[src/rtl/btb_predictor_pkg.sv]
// Shared types, counter encodings and the saturating-counter helper for btb_predictor.
// Build option: BPU_RAS_EN adds the return-address-stack ret bit to btb_entry_t.
package btb_predictor_pkg;

   localparam int unsigned BTB_DEF_PC  = 32;
   localparam int unsigned BTB_DEF_TAG = 26;

   localparam logic [1:0] CTR_WEAK_NT = 2'b01;
   localparam logic [1:0] CTR_WEAK_T  = 2'b10;

   // Entry layout for the default geometry (PC=32, ENTRIES=16).
   typedef struct packed {
      logic                   valid;
      logic [BTB_DEF_TAG-1:0] tag;
      logic [BTB_DEF_PC-1:0]  target;
      logic [1:0]             ctr;
`ifdef BPU_RAS_EN
      logic                   ret;
`endif
   } btb_entry_t;

   function automatic logic [1:0] ctr_sat_update(input logic [1:0] ctr, input logic taken);
      logic [1:0] res;
      if (taken) begin
         res = (ctr == 2'b11) ? 2'b11 : ctr + 2'b01;
      end else begin
         res = (ctr == 2'b00) ? 2'b00 : ctr - 2'b01;
      end
      return res;
   endfunction

endpackage

[src/rtl/btb_predictor_ras_stack.sv]
// Circular return-address stack; overflow overwrites the oldest entry, pop on empty is ignored.
// Instantiated by btb_predictor only when BPU_RAS_EN is defined.
module ras_stack #(
   parameter int unsigned PC        = 32,
   parameter int unsigned RAS_DEPTH = 4
) (
   input  logic          clk_in,
   input  logic          rst_in,
   input  logic          push_in,
   input  logic          pop_in,
   input  logic [PC-1:0] push_data_in,
   output logic [PC-1:0] top_out,
   output logic          empty_out
);

   localparam int unsigned PtrW = (RAS_DEPTH > 1) ? $clog2(RAS_DEPTH) : 1;
   localparam int unsigned CntW = $clog2(RAS_DEPTH + 1);

   logic [PC-1:0]   mem_q [RAS_DEPTH];
   logic [PtrW-1:0] ptr_q, ptr_d;
   logic [CntW-1:0] cnt_q, cnt_d;
   logic [PtrW-1:0] top_idx;

   always_comb begin
      ptr_d = ptr_q;
      cnt_d = cnt_q;
      if (push_in) begin
         ptr_d = ptr_q + PtrW'(1);
         if (cnt_q != CntW'(RAS_DEPTH)) begin
            cnt_d = cnt_q + CntW'(1);
         end
      end else if (pop_in && (cnt_q != '0)) begin
         ptr_d = ptr_q - PtrW'(1);
         cnt_d = cnt_q - CntW'(1);
      end
   end

   // ptr_q names the next free slot, so the top sits one below it.
   assign top_idx   = ptr_q - PtrW'(1);
   assign top_out   = mem_q[top_idx];
   assign empty_out = (cnt_q == '0);

   always_ff @(posedge clk_in or posedge rst_in) begin
      if (rst_in) begin
         ptr_q <= '0;
         cnt_q <= '0;
         for (int i = 0; i < RAS_DEPTH; i++) begin
            mem_q[i] <= '0;
         end
      end else begin
         ptr_q <= ptr_d;
         cnt_q <= cnt_d;
         if (push_in) begin
            mem_q[ptr_q] <= push_data_in;
         end
      end
   end

endmodule

[src/rtl/btb_predictor.sv]
// Direct-mapped BTB with 2-bit counters: same-cycle fetch prediction, EX/MEM training, restore PC.
// Build option: BPU_RAS_EN adds a return-address stack that overrides targets of predicted returns.
module btb_predictor
   import btb_predictor_pkg::*;
#(
   parameter int unsigned PC        = 32,
   parameter int unsigned ENTRIES   = 16,
   parameter int unsigned TAG       = PC - 2 - $clog2(ENTRIES),
   parameter int unsigned RAS_DEPTH = 4
) (
   input  logic          clk_in,
   input  logic          rst_in,
   input  logic [PC-1:0] fetch_pc_in,
   output logic          fetch_prediction_out,
   output logic [PC-1:0] pc_prediction_out,
   input  logic          update_valid_in,
   input  logic [PC-1:0] update_pc_in,
   input  logic          update_taken_in,
   input  logic [PC-1:0] update_target_in,
   input  logic          update_is_call_in,
   input  logic          update_is_ret_in,
   output logic [1:0]    update_confidence_out,
   output logic [PC-1:0] pc_restore_out,
   output logic          mispredict_out
);

   localparam int unsigned   IDX       = $clog2(ENTRIES);
   localparam logic [PC-1:0] InstBytes = PC'(4);

   logic [ENTRIES-1:0] valid_q;
   logic [TAG-1:0]     tag_q    [ENTRIES];
   logic [PC-1:0]      target_q [ENTRIES];
   logic [1:0]         ctr_q    [ENTRIES];

   logic [IDX-1:0] f_idx, u_idx;
   logic           f_hit, u_hit;
   logic           f_taken, u_pred_taken;
   logic [PC-1:0]  f_target, u_pred_target;
   logic           wr_en;
   logic [1:0]     ctr_d;

`ifdef BPU_RAS_EN
   logic [ENTRIES-1:0] ret_q;
   logic [PC-1:0]      ras_top;
   logic               ras_empty;
   logic               ras_push, ras_pop;

   assign ras_push = update_valid_in & update_is_call_in;
   assign ras_pop  = update_valid_in & update_is_ret_in & ~update_is_call_in;

   ras_stack #(
      .PC        (PC),
      .RAS_DEPTH (RAS_DEPTH)
   ) u_ras_stack (
      .clk_in       (clk_in),
      .rst_in       (rst_in),
      .push_in      (ras_push),
      .pop_in       (ras_pop),
      .push_data_in (update_pc_in + InstBytes),
      .top_out      (ras_top),
      .empty_out    (ras_empty)
   );
`else
   localparam int unsigned unused_ras_depth = RAS_DEPTH;
   logic unused_ras_flags;
   assign unused_ras_flags = update_is_call_in ^ update_is_ret_in;
`endif

   always_comb begin
      f_idx         = fetch_pc_in[IDX+1:2];
      u_idx         = update_pc_in[IDX+1:2];
      f_hit         = valid_q[f_idx] && (tag_q[f_idx] == fetch_pc_in[PC-1:IDX+2]);
      u_hit         = valid_q[u_idx] && (tag_q[u_idx] == update_pc_in[PC-1:IDX+2]);
      f_taken       = f_hit && ctr_q[f_idx][1];
      u_pred_taken  = u_hit && ctr_q[u_idx][1];
      f_target      = target_q[f_idx];
      u_pred_target = target_q[u_idx];
`ifdef BPU_RAS_EN
      if (ret_q[f_idx] && !ras_empty) begin
         f_target = ras_top;
      end
      if (ret_q[u_idx] && !ras_empty) begin
         u_pred_target = ras_top;
      end
`endif
   end

   assign fetch_prediction_out  = f_taken;
   assign pc_prediction_out     = f_taken ? f_target : fetch_pc_in + InstBytes;
   assign update_confidence_out = u_hit ? ctr_q[u_idx] : 2'b00;
   assign pc_restore_out        = update_taken_in ? update_target_in : update_pc_in + InstBytes;
   assign mispredict_out        = update_valid_in &
                                  ((u_pred_taken != update_taken_in) |
                                   (u_pred_taken & update_taken_in &
                                    (u_pred_target != update_target_in)));

   // A miss writes only when taken (allocation); a hit always trains.
   always_comb begin
      wr_en = update_valid_in && (u_hit || update_taken_in);
      ctr_d = u_hit ? ctr_sat_update(ctr_q[u_idx], update_taken_in) : CTR_WEAK_T;
   end

   always_ff @(posedge clk_in or posedge rst_in) begin
      if (rst_in) begin
         valid_q <= '0;
`ifdef BPU_RAS_EN
         ret_q   <= '0;
`endif
         for (int i = 0; i < ENTRIES; i++) begin
            tag_q[i]    <= '0;
            target_q[i] <= '0;
            ctr_q[i]    <= CTR_WEAK_NT;
         end
      end else if (wr_en) begin
         valid_q[u_idx] <= 1'b1;
         tag_q[u_idx]   <= update_pc_in[PC-1:IDX+2];
         ctr_q[u_idx]   <= ctr_d;
         if (update_taken_in) begin
            target_q[u_idx] <= update_target_in;
         end
`ifdef BPU_RAS_EN
         ret_q[u_idx] <= update_is_ret_in;
`endif
      end
   end

endmodule

[config.mk]
export PLATFORM = sky130hd
export DESIGN_NAME = btb_predictor
export DESIGN_NICKNAME = d
export VERILOG_FILES = /design/src/rtl/btb_predictor_pkg.sv /design/src/rtl/btb_predictor_ras_stack.sv /design/src/rtl/btb_predictor.sv
export SDC_FILE = /design/constraint.sdc
export NUM_CORES = 2
export LEC_CHECK = 0
export ABC_CLOCK_PERIOD_IN_PS = 36400
export BUFFER_PORTS_ARGS = -buffer_cell sky130_fd_sc_hd__buf_2
export CORE_MARGIN = 1.5
export CORE_UTILIZATION = 45
export CTS_CLUSTER_SIZE = 8
export DETAILED_ROUTE_END_ITERATION = 10
export HOLD_SLACK_MARGIN = 0.03
export PLACE_DENSITY_LB_ADDON = 0.12
export SLEW_MARGIN = 15
export SYNTH_ARGS = -nofsm -noshare
export SYNTH_HDL_FRONTEND = slang
export SYNTH_SLANG_ARGS = --single-unit
[constraint.sdc]
create_clock -name clk_in -period 36.4 [get_ports clk_in]
set_clock_uncertainty 0.05 [all_clocks]
set_input_delay 3.64 -clock clk_in [delete_from_list [all_inputs] [get_ports clk_in]]
set_output_delay 3.64 -clock clk_in [all_outputs]
set_load 0.03 [all_outputs]
==> results.cfg <==
[timing]
post-route-period-util = 0.363
finalSetupTns_ns = 0
slew_violations = 0
report.final.hold_viol_count = 0
finalCriticalPeriod_ns = 13.20
timing.fmax_mhz = 75.8
worst_slew_margin_rel = 0.233
worst_pin_slew_ns = 1.15
setup-violations-final = 0
rsz0062_at_grt = false

[placed_design]
globalplace.congestion = 0.883
dp_hpwl_um = 108000
buffer_ports.inserted = 167
numPlacedInstances = 5035

[critical_path]
critPathKind = in2out
timing.rr.end = tag_q[11]
worst-path-max-fanout = 31
path_delay_family = buffers and inverters
cp.buffers_inverters = 5
critPathArrivalTime_ns = 9.51
worstRegToRegCells = 11
worst_setup_path_end_kind = primary output
cp_max_stage_cell = sky130_fd_sc_hd__buf_4
worstPathRequired_ns = 32.71
worst-r2r-setup-slack_ns = 31.18
cp_slowest_stage_delay_ns = 0.76
crit_path_cell_trace = buf_4, inv_4, buf_4, buf_4, mux4_2, xnor2_1, o2111ai_1, or4_4, nor4_1, and2_1, ha_1, nor4b_1, a21oi_1, buf_2
worstSetupStartpointType = input port
worst_r2r_startpoint = tag_q[17]
critical-path-top-cell-by-count = sky130_fd_sc_hd__buf_4

[final_layout]
layout_commonest_cell = sky130_fd_sc_hd__dfrtp_1
finalNonFillerCells = 5218
nets = 3673
layout.cells.most_common_list = sky130_fd_sc_hd__dfrtp_1 (960), sky130_fd_sc_hd__mux2_2 (741), sky130_fd_sc_hd__mux4_2 (558)
final_layout_size_suffix_gt1_frac = 0.532
area_growth_pct = 10.3

[cts]
postCtsResizedCells = 0
cts-buffers-inserted = 140
numClockSinks = 976
ctsLongestPathBuffers = 3
ctsRootBufferMaster = sky130_fd_sc_hd__clkbuf_16
insertion_delay_ns = 0.75
tritoncts = yes
h-tree-depth = 4
cts.clk_slew.worst_paths_ns = 0.05
cts_hold_buf = 0
post_cts.repair.setup_buffers = 0

[floorplan]
die_extent_in_x_um = 352
core_region_area_um2 = 120000
effective_utilization_at_floorplan = 0.455
dieArea_um2 = 124000
rows = 127
ios = 170
die_h_um = 352

[grt]
top_usage_layer = met2
groute.layer.met2.usage = 0.452
globalRoute.totalOverflow = 0
first_global_vias = 36700
grt_antenna_before_repair = 11
use_met3 = 0.0763
grt_use_met1 = 0.408
grt_start_max_net_pins = 192
grt_pass1_wl_um = 266000
grt_use_total = 0.295

[power]
max-vdd-ir-drop_mv = 0.0511
pwr_density_cell_nw_per_um2 = 56.3
cellLeakagePower_nw = 26.3

[logic_synthesis]
synth_area_um2 = 54800
yosysWarnings = 0
synth-edff-count = 0
synth_flop_cell = sky130_fd_sc_hd__dfrtp_1
synth_cell_types = 59
ys_seq_area_frac = 0.446
ys_seq_elements = 976
synthCells = 3560
synth_fp_nets = 3668
synth-async-reset-ratio = 1.00
syn_area_per_cell_um2 = 15.4

[routing]
finalWirelength_um = 182000
detailedRoute.firstIterationViolations = 3140
drt.antenna.violating_nets = 0
route.detailed.vias_per_inst = 6.57
route.vias.total = 34300
detailedRoute.firstPassIterationCount = 8
post_drt_wl_per_cell_um = 34.8
remaining_drc_errors = 0

[outcome]
outcome = completed

[min_path]
hp-class = reg2reg
whs_path_depth = 1
holdCritStartpoint = valid_q[2]
hold_path_end = valid_q[2]

[job]
timing.max_cap.violations = 0
## state kept, by name, summed over array words and instances, names as in the netlist
signal / count
valid_q: 16
tag_q: 416
target_q: 512
ctr_q: 32
## cell families after synthesis
logic type,synth area share
simple gates,0.0313
flops,0.446
compound gates,0.0199
xor+xnor,0.0227
mux,0.447
fa+ha+maj,0.00155
buf+inv,0.0319
## per-layer routing
metal / share of wire / up-vias
li1: - / 13700
met1: 0.42 / 18900
met2: 0.47 / 1440
met3: 0.078 / 344
met4: 0.033 / 12
met5: 0.00041 / -
## worst max path at each step
stage / cells past startpoint / endpoint / slack (ns) / start
after detailed placement: 14 / mispredict_out / 23.31 / update_pc_in[5]
final: 14 / mispredict_out / 23.20 / update_pc_in[5]
after CTS: 14 / mispredict_out / 23.31 / update_pc_in[5]
after global routing: 14 / mispredict_out / 22.87 / update_pc_in[5]
after global placement: 14 / mispredict_out / 23.32 / update_pc_in[5]
after floorplan: 1 / ctr_q[11] / 5.28 / rst_in
## power breakdown
group | total [mW] | leakage (nW) | internal [mW] | switching, mW
clock | 1.19 | 1.86 | 0.710 | 0.482
sequential | 1.46 | 12.4 | 1.30 | 0.159
combinational | 0.756 | 12.0 | 0.444 | 0.312
total | 3.40 | 26.3 | 2.45 | 0.953
## cells in the mapped netlist, types with 15 or more instances
| cell type | number | share of area |
|---|---|---|
| sky130_fd_sc_hd__xnor2_1 | 104 | 0.017 |
| sky130_fd_sc_hd__buf_6 | 24 | 0.0049 |
| sky130_fd_sc_hd__nand2b_1 | 23 | 0.0026 |
| sky130_fd_sc_hd__mux2_1 | 17 | 0.0035 |
| sky130_fd_sc_hd__nand4_1 | 27 | 0.0031 |
| sky130_fd_sc_hd__mux2_4 | 180 | 0.049 |
| sky130_fd_sc_hd__dfrtp_1 | 960 | 0.44 |
| sky130_fd_sc_hd__buf_1 | 89 | 0.0061 |
| sky130_fd_sc_hd__nand3_1 | 30 | 0.0027 |
| sky130_fd_sc_hd__mux2i_1 | 55 | 0.010 |
| sky130_fd_sc_hd__inv_1 | 15 | 0.0010 |
| sky130_fd_sc_hd__nor2_1 | 49 | 0.0034 |
| sky130_fd_sc_hd__a22o_1 | 16 | 0.0026 |
| sky130_fd_sc_hd__xor2_1 | 38 | 0.0061 |
| sky130_fd_sc_hd__clkbuf_1 | 189 | 0.013 |
| sky130_fd_sc_hd__dfstp_2 | 16 | 0.0077 |
| sky130_fd_sc_hd__mux4_2 | 558 | 0.23 |
| sky130_fd_sc_hd__mux2_2 | 741 | 0.15 |
| sky130_fd_sc_hd__o21ai_0 | 54 | 0.0049 |
| sky130_fd_sc_hd__and3_1 | 16 | 0.0018 |
| sky130_fd_sc_hd__nand2_1 | 117 | 0.0080 |
| sky130_fd_sc_hd__buf_2 | 49 | 0.0045 |
| sky130_fd_sc_hd__a21oi_1 | 63 | 0.0058 |
## through the flow
| step | area (um^2) | worst slack (ns) | util | power, mW | hold slack [ns] |
|---|---|---|---|---|---|
| global placement | 56600 | 23.32 | 0.470 | 2.17 | 0.422 |
| global route | 60400 | 22.87 | 0.502 | 3.55 | 0.450 |
| floorplan | 54800 | 5.28 | - | 2.00 | 0.401 |
| detailed placement | 56600 | 23.31 | 0.470 | 2.22 | 0.428 |
| finish | 60400 | 23.20 | 0.502 | 3.40 | 0.437 |
| CTS | 60400 | 23.31 | 0.502 | 3.42 | 0.440 |
## cell type report
type | count | area, um^2
inverters | 16 | 70.1
clock inverters | 8 | 83.8
diodes | 2 | 5.00
repair buffers | 228 | 1400
multi-input cells | 2203 | 28700
flip-flops and latches | 976 | 24400
fillers | 10200 | 60000
clock buffers | 173 | 3740
well taps | 1612 | 2020
## worst register-to-register path, cell delays in order, from the launching register on
cell	delay [ns]
sky130_fd_sc_hd__dfrtp_1	0.39
sky130_fd_sc_hd__mux4_2	0.48
sky130_fd_sc_hd__mux2i_1	0.17
sky130_fd_sc_hd__mux2i_1	0.11
sky130_fd_sc_hd__xnor2_1	0.61
sky130_fd_sc_hd__o2111ai_1	0.25
sky130_fd_sc_hd__or4_4	0.51
sky130_fd_sc_hd__o41ai_4	0.36
sky130_fd_sc_hd__buf_4	0.70
sky130_fd_sc_hd__nand2_2	0.60
sky130_fd_sc_hd__buf_4	0.50
sky130_fd_sc_hd__mux2_2	0.38
Power figures use the tool's default switching activity.
